[src/rtl/jtag_dmi_target.sv]
// DMI request consumer: runs each DMI read/write as one transaction on a
// request/grant/response register bus, with a bus timeout and failure counter.
module jtag_dmi_target #(
  parameter int unsigned ADDR_WIDTH     = 7,
  parameter int unsigned DATA_WIDTH     = 32,
  parameter int unsigned TIMEOUT_CYCLES = 255
) (
  input  logic                  clk,
  input  logic                  rst_n,
  input  logic [ADDR_WIDTH-1:0] dmi_addr,
  input  logic [DATA_WIDTH-1:0] dmi_wdata,
  input  logic [1:0]            dmi_op,
  input  logic                  dmi_req_valid,
  output logic                  dmi_req_ready,
  output logic [DATA_WIDTH-1:0] dmi_rdata,
  output logic [1:0]            dmi_resp,
  output logic                  bus_req,
  output logic                  bus_we,
  output logic [ADDR_WIDTH-1:0] bus_addr,
  output logic [DATA_WIDTH-1:0] bus_wdata,
  input  logic                  bus_gnt,
  input  logic                  bus_rvalid,
  input  logic [DATA_WIDTH-1:0] bus_rdata,
  input  logic                  bus_err,
  output logic [7:0]            fail_count
);
  // state    | meaning
  // ST_IDLE  | ready for a DMI request
  // ST_REQ   | bus_req held, waiting for grant (rvalid with grant completes)
  // ST_RSP   | granted, waiting for rvalid
  typedef enum logic [1:0] {ST_IDLE, ST_REQ, ST_RSP} state_e;

  localparam int unsigned CW   = (TIMEOUT_CYCLES > 1) ? $clog2(TIMEOUT_CYCLES + 1) : 1;
  localparam int unsigned LAST = (TIMEOUT_CYCLES > 0) ? TIMEOUT_CYCLES - 1 : 0;

  localparam logic [1:0] OP_NOP   = 2'd0;
  localparam logic [1:0] OP_READ  = 2'd1;
  localparam logic [1:0] OP_WRITE = 2'd2;
  localparam logic [1:0] RESP_OK   = 2'd0;
  localparam logic [1:0] RESP_FAIL = 2'd2;
  localparam logic [1:0] RESP_BUSY = 2'd3;

  state_e                state_q, state_d;
  logic                  ready_q, ready_d;
  logic [DATA_WIDTH-1:0] rdata_q, rdata_d;
  logic [1:0]            resp_q, resp_d;
  logic                  req_q, req_d;
  logic                  we_q, we_d;
  logic [ADDR_WIDTH-1:0] addr_q, addr_d;
  logic [DATA_WIDTH-1:0] wdata_q, wdata_d;
  logic [7:0]            fail_q, fail_d;
  logic [CW-1:0]         cnt_q, cnt_d;
  logic                  complete, fail_inc;

  always_comb begin
    state_d  = state_q;
    ready_d  = ready_q;
    rdata_d  = rdata_q;
    resp_d   = resp_q;
    req_d    = req_q;
    we_d     = we_q;
    addr_d   = addr_q;
    wdata_d  = wdata_q;
    fail_d   = fail_q;
    cnt_d    = cnt_q;
    complete = 1'b0;
    fail_inc = 1'b0;

    case (state_q)
      ST_IDLE: begin
        if (dmi_req_valid && ready_q) begin
          if (dmi_op == OP_NOP) begin
            resp_d = RESP_OK;
          end else if (dmi_op == OP_READ || dmi_op == OP_WRITE) begin
            req_d   = 1'b1;
            we_d    = (dmi_op == OP_WRITE);
            addr_d  = dmi_addr;
            wdata_d = dmi_wdata;
            ready_d = 1'b0;
            resp_d  = RESP_BUSY;
            cnt_d   = '0;
            state_d = ST_REQ;
          end else begin
            resp_d   = RESP_FAIL;
            fail_inc = 1'b1;
          end
        end
      end
      ST_REQ: begin
        cnt_d = cnt_q + CW'(1);
        if (bus_gnt) begin
          req_d = 1'b0;
          if (bus_rvalid) complete = 1'b1;
          else            state_d  = ST_RSP;
        end
      end
      ST_RSP: begin
        cnt_d = cnt_q + CW'(1);
        if (bus_rvalid) complete = 1'b1;
      end
      default: state_d = ST_IDLE;
    endcase

    // Completion takes priority over a timeout landing in the same cycle.
    if (complete) begin
      if (!we_q && !bus_err) rdata_d = bus_rdata;
      resp_d   = bus_err ? RESP_FAIL : RESP_OK;
      fail_inc = bus_err;
      ready_d  = 1'b1;
      state_d  = ST_IDLE;
    end else if (TIMEOUT_CYCLES != 0 && state_q != ST_IDLE && cnt_q == CW'(LAST)) begin
      req_d    = 1'b0;
      resp_d   = RESP_FAIL;
      fail_inc = 1'b1;
      ready_d  = 1'b1;
      state_d  = ST_IDLE;
    end

    if (fail_inc && fail_q != 8'hFF) fail_d = fail_q + 8'd1;
  end

  always_ff @(posedge clk or negedge rst_n) begin
    if (!rst_n) begin
      state_q <= ST_IDLE;
      ready_q <= 1'b1;
      rdata_q <= '0;
      resp_q  <= RESP_OK;
      req_q   <= 1'b0;
      we_q    <= 1'b0;
      addr_q  <= '0;
      wdata_q <= '0;
      fail_q  <= '0;
      cnt_q   <= '0;
    end else begin
      state_q <= state_d;
      ready_q <= ready_d;
      rdata_q <= rdata_d;
      resp_q  <= resp_d;
      req_q   <= req_d;
      we_q    <= we_d;
      addr_q  <= addr_d;
      wdata_q <= wdata_d;
      fail_q  <= fail_d;
      cnt_q   <= cnt_d;
    end
  end

  assign dmi_req_ready = ready_q;
  assign dmi_rdata     = rdata_q;
  assign dmi_resp      = resp_q;
  assign bus_req       = req_q;
  assign bus_we        = we_q;
  assign bus_addr      = addr_q;
  assign bus_wdata     = wdata_q;
  assign fail_count    = fail_q;

endmodule

[config.mk]
export PLATFORM = sky130hd
export DESIGN_NAME = jtag_dmi_target
export DESIGN_NICKNAME = d
export VERILOG_FILES = /design/src/rtl/jtag_dmi_target.sv
export SDC_FILE = /design/constraint.sdc
export NUM_CORES = 1
export LEC_CHECK = 0
export CORE_AREA = 2 2 96 98
export CTS_CLUSTER_DIAMETER = 80
export DETAILED_ROUTE_END_ITERATION = 8
export DIE_AREA = 0 0 98 100
export PLACE_DENSITY = 0.91
export SYNTH_ARGS = -nofsm -noshare
export SYNTH_HDL_FRONTEND = slang
export SYNTH_SLANG_ARGS = --single-unit
[constraint.sdc]
create_clock -name clk -period 5.86 [get_ports clk]
set_input_delay 1.172 -clock clk [delete_from_list [all_inputs] [get_ports clk]]
set_output_delay 1.172 -clock clk [all_outputs]
set_load 0.1 [all_outputs]
==> flow_summary.rst <==
.. list-table::
   :header-rows: 1

   * - Metric
     - Value
   * - Run status
     - finished, final reports clean
   * - Filler instances
     - 658
   * - Post-detail-place hpwl
     - 6.91 mm
   * - Quantity of I/O buffers inserted on ports
     - 162
   * - Worst path arrival time
     - 3650 ps
   * - Clock net sink count
     - 94
   * - Iteration-0 DRC count of the detailed router
     - 156
   * - Met2 Routed Length
     - 4.94 mm
   * - Post-synthesis instance total
     - 360
   * - Final-report hold violation count
     - 0
   * - Cells resized by post-CTS repair
     - 0
   * - Hold path depth
     - 2
   * - Maximum root-to-sink buffer count
     - 2
   * - Synthesis-to-layout area growth
     - 48.8%
   * - Total Routed Length
     - 9.41 mm
   * - Combined buffer and inverter count along the critical path
     - 3
   * - Via count of the first global-routing pass
     - 3315
   * - Sequence of cells on the critical path
     - clkdlybuf4s50_1, inv_1, ha_1, and4b_1, nand2_1, inv_1, o22ai_1, a21oi_1
   * - CP endpoint kind
     - flip-flop
   * - Global-route wire length before repair
     - 15.3 mm
   * - Die Area
     - 9800 sq um
   * - Setup violation total in the final timing report
     - 0
   * - Worst min-delay path category
     - reg -> reg
   * - Endpoint of the worst-slack reg-to-reg timing path
     - bus_req
   * - Effective utilization at floorplan
     - 44.5%
   * - Critical Path Slowest Stage Cell
     - sky130_fd_sc_hd__inv_1
   * - Clock edge transition at the registers on the reported setup and hold paths
     - 100 ps
   * - Non-filler cells, final
     - 638
   * - Uppermost metal layer occupied by signal nets
     - met4
   * - Worst EP required
     - 6140 ps
   * - Nature of the critical path startpoint
     - input port
   * - Unrepaired setup endpoints after global routing
     - no
   * - Sink of the worst hold path
     - bus_addr[2]
   * - Worst reg-to-reg setup slack
     - 3550 ps
   * - Placement row count
     - 35
   * - Fraction of layout cells with a size suffix above 1
     - 11.4%
   * - TNS Setup
     - 0 ps
   * - Chip Width
     - 98 um
   * - Number of design rule violations left after detail routing
     - 0
   * - H-tree levels
     - 3
   * - First-pass iteration count of the detailed router
     - 4
   * - Number of max-cap violations
     - 0
   * - Number of flip-flops and latches in the synthesized netlist
     - 94
   * - Relative max-transition margin
     - 19.0%
   * - Antenna violations before repair
     - 0
   * - Path type of the worst setup path
     - in -> reg
   * - Final Max Tran Viols
     - 0
   * - Total placed cells including tap cells
     - 623
   * - Highest Clock Rate
     - 0.296 GHz
   * - Leading cell types in the layout, fill and taps excluded
     - sky130_fd_sc_hd__clkdlybuf4s50_1 (161), sky130_fd_sc_hd__nand2_1 (131), sky130_fd_sc_hd__dfrtp_1 (93)
   * - All-layer global routing usage
     - 19.2%
   * - Via count
     - 3137
   * - Actual transition at the worst max-transition pin
     - 1210 ps
   * - Depth of the worst register-to-register path
     - 6
   * - Detail-routed net length per standard cell
     - 14.7 um
   * - CP dominant cell by count
     - sky130_fd_sc_hd__inv_1
   * - Launch point of the worst reg-to-reg path
     - state_q[1]
   * - Fraction of the cycle the final worst path needs
     - 57.6%
   * - Met3 Routed Length
     - 637 um
   * - CTS Root Cell
     - sky130_fd_sc_hd__clkbuf_8
   * - Final design area excluding fillers
     - 5880 sq um
   * - Clock network latency to the later pin of the worst-skew pair
     - 350 ps
   * - Ant diodes
     - 0
   * - CTS tree
     - yes
   * - Time the final worst path needs with I/O delays and setup
     - 3370 ps
   * - # hold bufs at CTS
     - 0
   * - Number of nets in the synthesized netlist
     - 448
   * - Remaining global-route overflow
     - 0
   * - Gpl congestion
     - 0.777
   * - Largest fanout on the critical path
     - 41
   * - Min-delay src
     - bus_addr[2]
   * - CTS buffer count
     - 9
   * - Slowest Stage Delay on Critical Path
     - 890 ps
   * - Synth unique cells
     - 38
   * - Final ANT Viol Nets
     - 0
   * - Core area
     - 8890 sq um
   * - Post-Place Cell Area
     - 5680 sq um
   * - Largest net degree at the start of global routing
     - 92
   * - Average cell area after synthesis
     - 11.0 sq um
   * - Sequential element share of the synthesized area
     - 59.5%
   * - Family with the most delay on the worst path
     - buffers and inverters
   * - Detail-routed via count per cell
     - 4.92
   * - Max Clock Skew
     - 13.0 ps
   * - Ys Warns
     - 0
   * - Total setup buffers inserted after CTS
     - 0
   * - Y dimension of the die
     - 100 um
   * - I/O pin count
     - 163
   * - Met1 wire length
     - 3.74 mm
   * - Post-Synthesis Cell Area
     - 3960 sq um
   * - Total number of nets in the final design
     - 611
   * - Leading cell type in the layout, fill and taps excluded
     - sky130_fd_sc_hd__clkdlybuf4s50_1
## through the flow
step	hold slack (ps)	utilization [%]	setup slack, ps
detailed placement	462	63.9	2110
global placement	457	63.9	2250
global route	509	66.2	2300
finish	480	66.2	2490
floorplan	468	-	3380
CTS	483	66.2	2480
## kinds of logic after synthesis
family,after synthesis,synth area share [%]
xor gates and xnor gates,9,1.99
muxes,37,10.5
buffers and inverters,20,2.21
DFF,94,59.5
and+or+nand+nor,172,19.6
adders and majority gates,9,2.85
AOI/OAI and AO/OA,19,3.32
## Yosys cell counts
cell type | count | area [sq um]
sky130_fd_sc_hd__nor3_1 | 1 | 5.00
sky130_fd_sc_hd__and2_1 | 1 | 6.26
sky130_fd_sc_hd__buf_6 | 1 | 11.3
sky130_fd_sc_hd__o31ai_1 | 1 | 7.51
sky130_fd_sc_hd__nand2b_1 | 3 | 18.8
sky130_fd_sc_hd__nand4b_4 | 1 | 23.8
sky130_fd_sc_hd__o22ai_1 | 2 | 12.5
sky130_fd_sc_hd__a41oi_4 | 1 | 27.5
sky130_fd_sc_hd__mux2_2 | 33 | 372
sky130_fd_sc_hd__mux2_4 | 1 | 15.0
sky130_fd_sc_hd__buf_2 | 4 | 20.0
sky130_fd_sc_hd__and4b_1 | 1 | 10.0
sky130_fd_sc_hd__inv_1 | 7 | 26.3
sky130_fd_sc_hd__and3_1 | 2 | 12.5
sky130_fd_sc_hd__nand2_4 | 1 | 11.3
sky130_fd_sc_hd__nor2b_1 | 1 | 6.26
sky130_fd_sc_hd__or3_1 | 1 | 6.26
sky130_fd_sc_hd__clkbuf_1 | 8 | 30.0
sky130_fd_sc_hd__a21oi_1 | 4 | 20.0
sky130_fd_sc_hd__dfrtp_1 | 93 | 2330
sky130_fd_sc_hd__nor2_1 | 7 | 26.3
sky130_fd_sc_hd__and4_1 | 3 | 26.3
sky130_fd_sc_hd__nand4_1 | 3 | 18.8
sky130_fd_sc_hd__mux2i_1 | 3 | 30.0
sky130_fd_sc_hd__dfstp_2 | 1 | 26.3
sky130_fd_sc_hd__nand3_4 | 1 | 17.5
sky130_fd_sc_hd__nand3_1 | 9 | 45.0
sky130_fd_sc_hd__nor3_2 | 1 | 10.0
sky130_fd_sc_hd__o21ai_0 | 8 | 40.0
sky130_fd_sc_hd__or3_4 | 1 | 11.3
sky130_fd_sc_hd__a21o_1 | 1 | 7.51
sky130_fd_sc_hd__ha_1 | 9 | 113
sky130_fd_sc_hd__o21a_1 | 1 | 7.51
sky130_fd_sc_hd__o41ai_1 | 1 | 8.76
sky130_fd_sc_hd__nor4_1 | 2 | 12.5
sky130_fd_sc_hd__nand3b_1 | 2 | 15.0
sky130_fd_sc_hd__nand2_1 | 131 | 492
sky130_fd_sc_hd__xnor2_1 | 9 | 78.8
## registers in the layout, summed over array words and instances (netlist names)
signal	flops
bus_addr	7
bus_req	1
bus_wdata	32
bus_we	1
cnt_q	8
dmi_rdata	32
dmi_req_ready	1
dmi_resp	2
fail_count	8
state_q	2
## worst min-delay path: cells and delay by family (launching register included)
kind             cells  cell delay (ps)
AND/OR/NAND/NOR      2              100
flip-flops           1              350
## layer usage
metal,vias up,global-route usage [%]
li1,1504,-
met1,1522,22.6
met2,102,34.4
met3,9,5.57
met4,0,5.45
met5,-,0
## layout make-up
type                            instances  area (sq um)  share of cell area, %
Tap cell                              111           139                   2.36
Clock inverter                          5          66.3                   1.13
Multi-Input combinational cell        246          1520                   25.8
Timing Repair Buffer                  165          1640                   27.9
Clock buffer                           10           138                   2.34
Inverter                                7          26.3                  0.447
Sequential cell                        94          2350                   40.0
## worst max path at each step
stage,start,to,slack (ps),cells past startpoint
CTS,dmi_op[1],bus_req,2480,8
global route,dmi_op[1],bus_req,2300,8
detailed placement,dmi_op[1],bus_req,2110,8
floorplan,dmi_op[0],cnt_q[5],3380,7
global placement,dmi_op[1],bus_req,2250,8
finish,dmi_op[1],bus_req,2490,8
Power is left out: the tool's default activity adds up to more than one toggle a clock period on the data nets, which glitch-free logic cannot reach.
